`src/rtl/npn_pkg.sv`:
```
// npn_canon shared types: truth-table type, permutation table,
// FSM state encoding, candidate record and first-wins min helper.
package npn_pkg;

  typedef logic [15:0] tt4_t;

  localparam int N_PERM = 24;
  localparam int N_NEG  = 16;

  typedef enum logic [1:0] {
    IDLE = 2'd0,
    SCAN = 2'd1,
    DONE = 2'd2
  } npn_state_e;

  // Entry [k] is p[k]; rows in lexicographic order of (p0,p1,p2,p3).
  localparam logic [1:0] PERM_TBL [N_PERM][4] = '{
    '{2'd0, 2'd1, 2'd2, 2'd3}, '{2'd0, 2'd1, 2'd3, 2'd2},
    '{2'd0, 2'd2, 2'd1, 2'd3}, '{2'd0, 2'd2, 2'd3, 2'd1},
    '{2'd0, 2'd3, 2'd1, 2'd2}, '{2'd0, 2'd3, 2'd2, 2'd1},
    '{2'd1, 2'd0, 2'd2, 2'd3}, '{2'd1, 2'd0, 2'd3, 2'd2},
    '{2'd1, 2'd2, 2'd0, 2'd3}, '{2'd1, 2'd2, 2'd3, 2'd0},
    '{2'd1, 2'd3, 2'd0, 2'd2}, '{2'd1, 2'd3, 2'd2, 2'd0},
    '{2'd2, 2'd0, 2'd1, 2'd3}, '{2'd2, 2'd0, 2'd3, 2'd1},
    '{2'd2, 2'd1, 2'd0, 2'd3}, '{2'd2, 2'd1, 2'd3, 2'd0},
    '{2'd2, 2'd3, 2'd0, 2'd1}, '{2'd2, 2'd3, 2'd1, 2'd0},
    '{2'd3, 2'd0, 2'd1, 2'd2}, '{2'd3, 2'd0, 2'd2, 2'd1},
    '{2'd3, 2'd1, 2'd0, 2'd2}, '{2'd3, 2'd1, 2'd2, 2'd0},
    '{2'd3, 2'd2, 2'd0, 2'd1}, '{2'd3, 2'd2, 2'd1, 2'd0}
  };

  // tt is 17 bits so 0x10000 loses to every real candidate.
  typedef struct packed {
    logic [16:0] tt;
    logic [4:0]  perm;
    logic [3:0]  neg;
    logic        oneg;
  } cand_t;

  localparam cand_t SENTINEL = '{
    tt: 17'h10000, perm: 5'd0, neg: 4'd0, oneg: 1'b0
  };

  // a precedes b in scan order; b wins only if strictly smaller.
  function automatic cand_t pick(cand_t a, cand_t b);
    return (b.tt < a.tt) ? b : a;
  endfunction

endpackage

```
`src/rtl/npn_canon_if.sv`:
```
// npn_canon job interface: input handshake + tt,
// output handshake + canon/perm/neg/oneg. slave = canonicalizer side.
interface npn_canon_if;
  import npn_pkg::*;

  logic       in_valid;
  logic       in_ready;
  tt4_t       in_tt;
  logic       out_valid;
  logic       out_ready;
  tt4_t       out_canon;
  logic [4:0] out_perm;
  logic [3:0] out_neg;
  logic       out_oneg;

  modport master (
    output in_valid, in_tt, out_ready,
    input  in_ready, out_valid, out_canon,
    input  out_perm, out_neg, out_oneg
  );

  modport slave (
    input  in_valid, in_tt, out_ready,
    output in_ready, out_valid, out_canon,
    output out_perm, out_neg, out_oneg
  );

endinterface

```
`src/rtl/npn_apply.sv`:
```
// Applies one NPN transform to a 4-input truth table.
// in: tt, perm index, neg mask, oneg; out: cand.
module npn_apply
  import npn_pkg::*;
(
  input  tt4_t       tt,
  input  logic [4:0] perm,
  input  logic [3:0] neg,
  input  logic       oneg,
  output tt4_t       cand
);

  logic [1:0] p [4];
  logic [3:0] iv;
  logic [3:0] j;

  always_comb begin
    for (int k = 0; k < 4; k++) begin
      p[k] = PERM_TBL[perm][k];
    end
  end

  // cand[i] = oneg ^ tt[j], j[k] = i[p[k]] ^ neg[k]
  always_comb begin
    cand = '0;
    iv   = '0;
    j    = '0;
    for (int i = 0; i < 16; i++) begin
      iv = 4'(i);
      for (int k = 0; k < 4; k++) begin
        j[k] = iv[p[k]] ^ neg[k];
      end
      cand[i] = tt[j] ^ oneg;
    end
  end

endmodule

```
`src/rtl/npn_canon.sv`:
```
// Sequential NPN canonicalizer, PAR masks per cycle.
// Ports: clk, rst_n (sync, low), bus (npn_canon_if.slave).
module npn_canon
  import npn_pkg::*;
#(
  parameter int PAR = 1
) (
  input  logic       clk,
  input  logic       rst_n,
  npn_canon_if.slave bus
);

  localparam logic [1:0] S_IDLE = 2'(IDLE);
  localparam logic [1:0] S_SCAN = 2'(SCAN);
  localparam logic [1:0] S_DONE = 2'(DONE);

  localparam int NC = 2 * PAR;
  localparam int NN = 2 * NC - 1;
  localparam logic [3:0] M_STEP = 4'(PAR);
  localparam logic [3:0] M_LAST = 4'(N_NEG - PAR);
  localparam logic [4:0] P_LAST = 5'(N_PERM - 1);

  logic [1:0] state;
  tt4_t       tt_q;
  logic [4:0] perm_q;
  logic [3:0] mbase;
  logic       drain;
  cand_t      best;
  cand_t      grp;
  cand_t      fin;
  cand_t      node [NN];
  tt4_t       cand [NC];

  tt4_t       canon_o;
  logic [4:0] perm_o;
  logic [3:0] neg_o;
  logic       oneg_o;

  // Leaf 2*j+o is mask mbase+j, polarity o: scan order.
  for (genvar g = 0; g < NC; g++) begin : g_app
    npn_apply u_apply (
      .tt   (tt_q),
      .perm (perm_q),
      .neg  (mbase + 4'(g / 2)),
      .oneg (1'(g % 2)),
      .cand (cand[g])
    );
  end

  // Heap-ordered tree; left child is earlier so ties keep it.
  always_comb begin
    for (int n = 0; n < NN; n++) begin
      node[n] = SENTINEL;
    end
    for (int n = 0; n < NC; n++) begin
      node[NC-1+n].tt   = {1'b0, cand[n]};
      node[NC-1+n].perm = perm_q;
      node[NC-1+n].neg  = mbase + 4'(n / 2);
      node[NC-1+n].oneg = 1'(n % 2);
    end
    for (int n = NC - 2; n >= 0; n--) begin
      node[n] = pick(node[2*n+1], node[2*n+2]);
    end
  end

  // Group winners are registered, then merged a cycle later.
  assign fin = pick(best, grp);

  always_ff @(posedge clk) begin
    if (!rst_n) begin
      state   <= S_IDLE;
      tt_q    <= '0;
      perm_q  <= '0;
      mbase   <= '0;
      drain   <= 1'b0;
      best    <= SENTINEL;
      grp     <= SENTINEL;
      canon_o <= '0;
      perm_o  <= '0;
      neg_o   <= '0;
      oneg_o  <= 1'b0;
    end else begin
      unique case (state)
        S_IDLE: begin
          if (bus.in_valid) begin
            tt_q   <= bus.in_tt;
            perm_q <= '0;
            mbase  <= '0;
            drain  <= 1'b0;
            best   <= SENTINEL;
            grp    <= SENTINEL;
            state  <= S_SCAN;
          end
        end
        S_SCAN: begin
          best <= fin;
          if (drain) begin
            canon_o <= fin.tt[15:0];
            perm_o  <= fin.perm;
            neg_o   <= fin.neg;
            oneg_o  <= fin.oneg;
            state   <= S_DONE;
          end else begin
            grp   <= node[0];
            mbase <= mbase + M_STEP;
            if (mbase == M_LAST) begin
              if (perm_q == P_LAST) begin
                drain <= 1'b1;
              end else begin
                perm_q <= perm_q + 5'd1;
              end
            end
          end
        end
        S_DONE: begin
          if (bus.out_ready) begin
            state <= S_IDLE;
          end
        end
        default: state <= S_IDLE;
      endcase
    end
  end

  assign bus.in_ready  = rst_n & (state == S_IDLE);
  assign bus.out_valid = (state == S_DONE);
  assign bus.out_canon = canon_o;
  assign bus.out_perm  = perm_o;
  assign bus.out_neg   = neg_o;
  assign bus.out_oneg  = oneg_o;

endmodule

```
`src/flat_wrapper.sv`:
```
// flat-port wrapper written by rule: the top's interface ports become plain ports
module npn_canon_flat import npn_pkg::*;
#(
  parameter int PAR = 1
)
  (clk, rst_n, bus_in_valid, bus_in_tt, bus_out_ready, bus_in_ready, bus_out_valid, bus_out_canon, bus_out_perm, bus_out_neg, bus_out_oneg);
  npn_canon_if bus_i ();
  input  logic clk;
  input  logic rst_n;
  input wire logic [$bits(bus_i.in_valid)-1:0] bus_in_valid;
  input wire logic [$bits(bus_i.in_tt)-1:0] bus_in_tt;
  input wire logic [$bits(bus_i.out_ready)-1:0] bus_out_ready;
  output wire logic [$bits(bus_i.in_ready)-1:0] bus_in_ready;
  output wire logic [$bits(bus_i.out_valid)-1:0] bus_out_valid;
  output wire logic [$bits(bus_i.out_canon)-1:0] bus_out_canon;
  output wire logic [$bits(bus_i.out_perm)-1:0] bus_out_perm;
  output wire logic [$bits(bus_i.out_neg)-1:0] bus_out_neg;
  output wire logic [$bits(bus_i.out_oneg)-1:0] bus_out_oneg;
  assign bus_i.in_valid = bus_in_valid;
  assign bus_i.in_tt = bus_in_tt;
  assign bus_i.out_ready = bus_out_ready;
  assign bus_in_ready = bus_i.in_ready;
  assign bus_out_valid = bus_i.out_valid;
  assign bus_out_canon = bus_i.out_canon;
  assign bus_out_perm = bus_i.out_perm;
  assign bus_out_neg = bus_i.out_neg;
  assign bus_out_oneg = bus_i.out_oneg;
  npn_canon #(.PAR(PAR)) u_core (.clk(clk), .rst_n(rst_n), .bus(bus_i));
endmodule
```
`config.mk`:
```
export PLATFORM = sky130hd
export DESIGN_NAME = npn_canon_flat
export DESIGN_NICKNAME = d
export VERILOG_FILES = /design/src/rtl/npn_pkg.sv /design/src/rtl/npn_canon_if.sv /design/src/rtl/npn_apply.sv /design/src/rtl/npn_canon.sv /design/src/flat_wrapper.sv
export SDC_FILE = /design/constraint.sdc
export NUM_CORES = 1
export LEC_CHECK = 0
export ABC_AREA = 1
export BUFFER_PORTS_ARGS = -buffer_cell sky130_fd_sc_hd__buf_2
export CAP_MARGIN = 10
export CORE_AREA = 4 4 141 143
export CTS_CLUSTER_DIAMETER = 40
export DETAILED_ROUTE_END_ITERATION = 7
export DIE_AREA = 0 0 145 147
export HOLD_SLACK_MARGIN = 0.03
export SKIP_LAST_GASP = 1
export SLEW_MARGIN = 5
export SYNTH_ARGS = -nofsm -noshare
export SYNTH_HDL_FRONTEND = slang
export SYNTH_SLANG_ARGS = --single-unit
```
`constraint.sdc`:
```
create_clock -name clk -period 4.2 [get_ports clk]
set_clock_uncertainty 0.2 [all_clocks]
set_input_delay 0.21 -clock clk [delete_from_list [all_inputs] [get_ports clk]]
set_output_delay 0.21 -clock clk [all_outputs]
set_load 0.02 [all_outputs]
```
; ---- Word level (Yosys, flattened, before mapping)
; Memories as Yosys holds them, arrays and structs flattened.
; Index checks and enable logic that the tools add are counted.
[word_totals]
register_bits = 108
mem_bits_ro = 256
inputBits = 20
out_inout_bits = 28
elab_cells = 331
memories = 1
[mem_list]
columns = memory, words, word_bits, read_ports, rd_clocked_by_memory_dff, write_ports, line
row1 = (no name shown), 32, 8, 1, 0, 0, npn_apply.sv:19  ; p[k] = PERM_TBL[perm][k];
[op_classes]
addsub = 2
order_cmp = 23
n_eq_ne = 11
muxes = 185
bitwise_logic = 82
n_reduce_logical = 9
[ops]
columns = operator, n
row1 = 1-bit binary-select mux with 2-bit select, 64
row2 = 27-bit case mux with 2 select lines, 2
row3 = 1-bit two-way mux, 84
row4 = 27-bit two-way mux, 3
row5 = "4-bit by 5-bit < comparator with 1-bit output, second input constant", 16
row6 = 1-bit binary-select mux with 4-bit select, 16
row7 = 1-bit XOR, 64
row8 = 26-bit two-way mux, 1
row9 = 5-bit two-way mux, 4
row10 = 17-bit < comparator, 1
row11 = 16-bit < comparator, 1
row12 = 8-bit two-way mux, 2
row13 = 1-bit inverter, 16
row14 = "2-bit by 3-bit < comparator with 1-bit output, second input constant", 4
row15 = 5-bit case mux with 2 select lines, 1
row16 = 3-bit AND reduction, 3
row17 = 4-bit two-way mux, 2
row18 = "2-bit != test, second input constant", 4
row19 = 4-bit case mux with 2 select lines, 1
row20 = "6-bit greater-or-equal comparator, second input constant", 1
row21 = 2-bit two-way mux, 3
row22 = "2-bit by 1-bit != test with 1-bit output, second input constant", 3
row23 = 5-bit inverter with 6-bit output, 1
row24 = 2-bit case mux with 3 select lines, 1
row25 = 12 further kinds, 14

; ---- Longest topological paths before layout
[logic_depth]
word_depth = 14
depth_mapped = 23
depth_no_buf = 22

; ---- Cells and area by module
; A second synthesis with hierarchy kept.
[unflattened]
cells_unflattened = 2386
area_unflattened_um2 = 13454.2
[modules_own_cells]
columns = mod, instances, cells_per_inst, area_per_inst_um2, seq_area_each_um2
row1 = npn_canon, 1, 825, 5709.2, 2162.1
row2 = npn_apply at u_core.g_app[1].u_apply, 1, 783, 3951.3, 0.0
row3 = npn_apply at u_core.g_app[0].u_apply, 1, 778, 3793.6, 0.0

; ---- Worst setup path before layout
; No wires, ideal clock.
[synth_timing]
kind = reg-to-reg
from = reg u_core.perm_q[1]
to = reg u_core.grp[14] (netlist bit)
setup_time_ns = 0.132
arrival_time_ns = 2.615
required_time_ns = 3.868
setup_slack_ns = 1.252
path_stages_with_launch = 20
path_buffers = 1
synth_period_minus_slack_ns = 2.948
cell_sequence = dfxtp_1 > inv_1 > ha_1 > or2_2 > nand2_1 > inv_1 > ha_1 > nand2_1 > inv_1 > nor2_4 > buf_2 > nand2_1 > o211ai_1 > o21ai_0 > nand3_1 > nand3_1 > nand2_1 > nand2_1 > nand2_1 > a21oi_1
[synth_between]
elab_chain_cells = 14
elab_cells_between_ends = 248
cone_classes = order compare: 1 / mux: 165 / bitwise: 81 / memory: 1
[synth_rtl]
columns = element, line
row1 = "start, declared", npn_canon.sv:25  ; logic [4:0] perm_q;
row2 = "start signal, assigned", npn_canon.sv:110  ; perm_q <= perm_q + 5'd1;
row3 = 5-bit inverter with 6-bit output (implied by the code) (*), npn_apply.sv:19
row4 = memory 32 x 8 bit (*), --
row5 = 8-bit two-way mux (implied by the code) (*) (2 in series), npn_apply.sv:19
row6 = 1-bit binary-select mux with 2-bit select, npn_apply.sv:31  ; j[k] = iv[p[k]] ^ neg[k];
row7 = 1-bit two-way mux (implied by the code), npn_apply.sv:31
row8 = 1-bit XOR, npn_apply.sv:31
row9 = 1-bit binary-select mux with 4-bit select, npn_apply.sv:33  ; cand[i] = tt[j] ^ oneg;
row10 = 1-bit two-way mux (implied by the code), npn_apply.sv:33
row11 = 1-bit inverter (no source line), --
row12 = 16-bit < comparator, npn_pkg.sv:46  ; return (b.tt < a.tt) ? b : a;
row13 = 26-bit two-way mux (*), npn_pkg.sv:46
row14 = 27-bit two-way mux (*), npn_canon.sv:97  ; if (drain) begin
row15 = 27-bit case mux with 2 select lines (*), npn_canon.sv:83  ; unique case (state)
row16 = "end signal, assigned", npn_canon.sv:104  ; grp <= node[0];
row17 = "end, declared", npn_canon.sv:29  ; cand_t grp;
; Every way passes the cells marked *; elsewhere a longest branch is shown, timed or not. The select of a mux whose other input is x is not followed.
; A chain may end at the register's enable or synchronous reset.

; ---- Worst setup path in the final report
[layout_timing]
from = reg u_core.perm_q[2]
to = reg u_core.grp[15] (netlist bit)
; The elaborated chain is that of the path after synthesis.

==> results by group <==
Yosys
  • Share of the synthesized area in the top cell type: 0.252
  • Main synth FF type: dfxtp_1
  • Area leader, netlist: dfxtp_1
  • Most numerous cell in the Yosys netlist: nand2_1
  • Unique masters post-synth: 46
  • Syn Nets: 1443
  • Top cells by area, synth: dfxtp_1 (25%), nand2_1 (18%), o21ai_0 (9.7%)
  • Mean Syn Cell Area: 6.13 um2
  • #FFs+latches synth: 107
  • Mapped Area: 8490 um2
  • Async set-reset flop share out of synthesis: 0
  • Seq/Total Area, Yosys: 0.252
  • Post-synth EDFFs: 0
  • Synth warnings: 0
  • Synthesized instance count: 1384
  • Commonest cells post-synth: nand2_1 (407), o21ai_0 (164), inv_1 (128)

Placement
  • Pre-CTS setup slack: 0.522 ns
  • Dpl hpwl: 19100 um
  • Port bufs: 47
  • Post-Place Cell Area: 8840 um2
  • GPL Wtd Cong: 0.920

Global routing
  • GR Layer Usage met3: 0.0324
  • GR Util met1: 0.338
  • Total congestion overflow: 0
  • GRT Util Overall: 0.251
  • Vias in the first global route: 8181
  • Initial antenna violation count: 0
  • GRT busiest layer: met2
  • First-pass GRT wire length: 43400 um
  • Largest net degree at the start of global routing: 53
  • Global Route met2 Usage: 0.402

Power and ir drop
  • Pwr/cell area: 363 nW/um2
  • P_leak: 4.37 nW
  • Worst VDD drop: 0.000281 V

Worst setup path
  • Reg2reg end: u_core.grp[15]
  • Worst path arrival time: 3.79 ns
  • RR Startpoint: u_core.perm_q[2]
  • Crit path max-delay family: simple AND/OR/NAND/NOR gates
  • Maximum fanout along the worst path: 16
  • Worst path bufs/invs: 2
  • Critical-path top delay cell: dfxtp_1
  • CP Depth: 20
  • WP data required: 4.24 ns
  • Most used cell, CP: nand2_1
  • Crit. End Element: flip-flop
  • CP Launch Type: flip-flop
  • Critical path class: reg2reg
  • Worst R2R Setup Slack: 0.45 ns
  • Worst r2r path cells: 20
  • Critical Path, Cell by Cell: inv_2, ha_1, or2_2, nand2_1, inv_1, ha_1, nand2_1, nand2_1, o21ai_2, nand2_1, o21ai_0, nand2_1, nand2_1, nand2_1, nand2_1, nand2_1, nand2_1, nand2_1, nand2_1, a21oi_1
  • CP peak stage delay: 0.67 ns

Final layout
  • Final Cell Area: 9380 um2
  • Ant diodes: 0
  • # nets final: 1466
  • Fin util: 0.505
  • Share of layout cells above drive strength 1: 0.108
  • Layout area overhead: 10.4%

CTS
  • Longest Clk Path Bufs: 2
  • H-tree levels: 3
  • Clock transition at path regs: 0.09 ns
  • Number of gates resized after CTS: 0
  • CTS tree: built
  • Postcts setup bufs: 0
  • Clock sinks: 107
  • Worst-Skew Late Latency: 0.37 ns
  • Number of buffers created by CTS: 9
  • Clk root buf: clkbuf_16

STA
  • Unrepaired setup endpoints after global routing: false
  • Fin worst setup slack: 0.450 ns
  • Rel. slew slack: 0.446
  • Shortest period the worst path allows: 3.75 ns
  • Max Freq: 267 MHz
  • Final period utilization: 0.893
  • Total negative slack: 0 ns
  • Hold Fails Final Rpt: 0
  • Actual slew at the worst max-slew pin: 0.830 ns
  • Max-slew violations: 0
  • Final setup vio count: 0

Min path
  • Cell depth of the worst min-delay path: 4
  • Hold crit path type: in2reg
  • Hold path start: bus_in_valid
  • Hold Crit Endpoint: u_core.tt_q[9]

Floorplanning
  • Cell row count: 50
  • # IOs: 48
  • Initial Util: 0.457
  • CORE AREA: 18600 um2
  • Die span in y: 147 um
  • Die width: 145 um
  • Die area: 21300 um2

Drt
  • DRT Wirelength: 27000 um
  • Vias: 9096
  • Post-route ant nets: 0
  • 1st-iter DRT viols: 795
  • Wire per inst: 16.4 um
  • DR DRC count: 0
  • Vias per Instance: 5.53
  • Initial DRT Pass Iterations: 7

Run
  • Number of max-cap violations: 0

Outcome
  • Outcome: complete, no violations
==> sequential cells by signal (all words and copies together) (netlist names) <==
signal                count
u_core.best              27
u_core.grp               26
u_core.bus.out_canon     16
u_core.tt_q              16
u_core.bus.out_perm       5
u_core.perm_q             5
u_core.bus.out_neg        4
u_core.mbase              4
u_core.state              2
u_core.bus.out_oneg       1
u_core.drain              1
==> worst max path at each step <==
| stage | from | end | slack, ns |
|---|---|---|---|
| final | u_core.perm_q[2] | u_core.grp[15] | 0.45 |
| after global routing | u_core.perm_q[2] | u_core.grp[15] | 0.06 |
| after CTS | u_core.perm_q[2] | u_core.grp[15] | 0.51 |
| after detailed placement | u_core.perm_q[2] | u_core.grp[15] | 0.52 |
| after global placement | u_core.perm_q[2] | u_core.grp[15] | 0.63 |
| after floorplan | u_core.perm_q[1] | u_core.grp[14] | 1.25 |
==> area by class of cell <==
class / instances / area, um2
clock buffers: 9 / 225
clock inverters: 7 / 108
fillers: 1932 / 9210
inverters: 146 / 551
multi-input cells: 1054 / 5440
flip-flops and latches: 107 / 2140
well taps: 234 / 293
repair buffers: 89 / 613
==> cell families (layout without fill, tap and decap cells) <==
logic type,Yosys count,count (layout),share of synthesized area
AO/OA/AOI/OAI,355,355,0.228
XOR/XNOR,18,18,0.0287
adder cells (fa/ha/maj),39,39,0.0575
buffers and inverters,223,251,0.108
flip-flops,107,107,0.252
AND/OR/NAND/NOR,642,642,0.325
==> power by group <==
part	total [mW]	leakage, nW	switching (mW)	internal [mW]
clock	0.953	0.160	0.467	0.487
combinational	1.29	3.34	0.865	0.423
sequential	1.16	0.869	0.0887	1.07
==> placed cells by master, fill, tap and decap left out, types with 2 or more instances in the layout <==
master and instances:
o21ai_2 2, xnor2_1 4, nand3_2 3, inv_1 128, o21ai_1 20, inv_2 12, dfxtp_1 107, o21ai_0 164
nand2_2 19, nor2_2 6, ha_1 39, nand4_1 3, or2_2 5, o22ai_1 5, nand2_1 407, o211ai_1 26
xor2_1 6, nor2_1 57, buf_2 47, xor2_4 2, dlygate4sd3_1 17, nor3_1 6, nand3_1 120, o21bai_1 25
nand3b_1 6, a21oi_2 2, a21oi_1 106, clkinv_8 3, xor2_2 4, buf_4 24, nor2_4 2, nand2_4 3
a31oi_1 2, clkbuf_16 9, clkinv_1 5
==> timing repair <==
item                                   4_1_cts  5_1_grt
setup endpoints to repair                    0        0
endpoints found under the hold margin       17        0
hold buffers                                17        0
==> layer usage <==
layer  vias up  share of wire
li1       4578              -
met5         -              0
met1      4135           0.45
met4         0          0.038
met2       317           0.45
met3        66          0.068
==> tightest hold or removal path, delay by kind of cell <==
kind | cells | cell delay [ns]
AND/OR/NAND/NOR | 1 | 0.04
buffers and inverters | 2 | 0.30
AO/OA/AOI/OAI | 1 | 0.16
==> stage by stage <==
step | power, mW | std cells | hold slack (ns)
after global routing | 3.64 | 1646 | 0.209
after global placement | 2.43 | 1612 | 0.252
after detailed placement | 2.43 | 1612 | 0.256
after CTS | 3.40 | 1645 | 0.184
after floorplan | 2.09 | 1384 | 0.182
final | 3.40 | 1646 | 0.196
No activity file was read; power rests on OpenSTA's default activity.
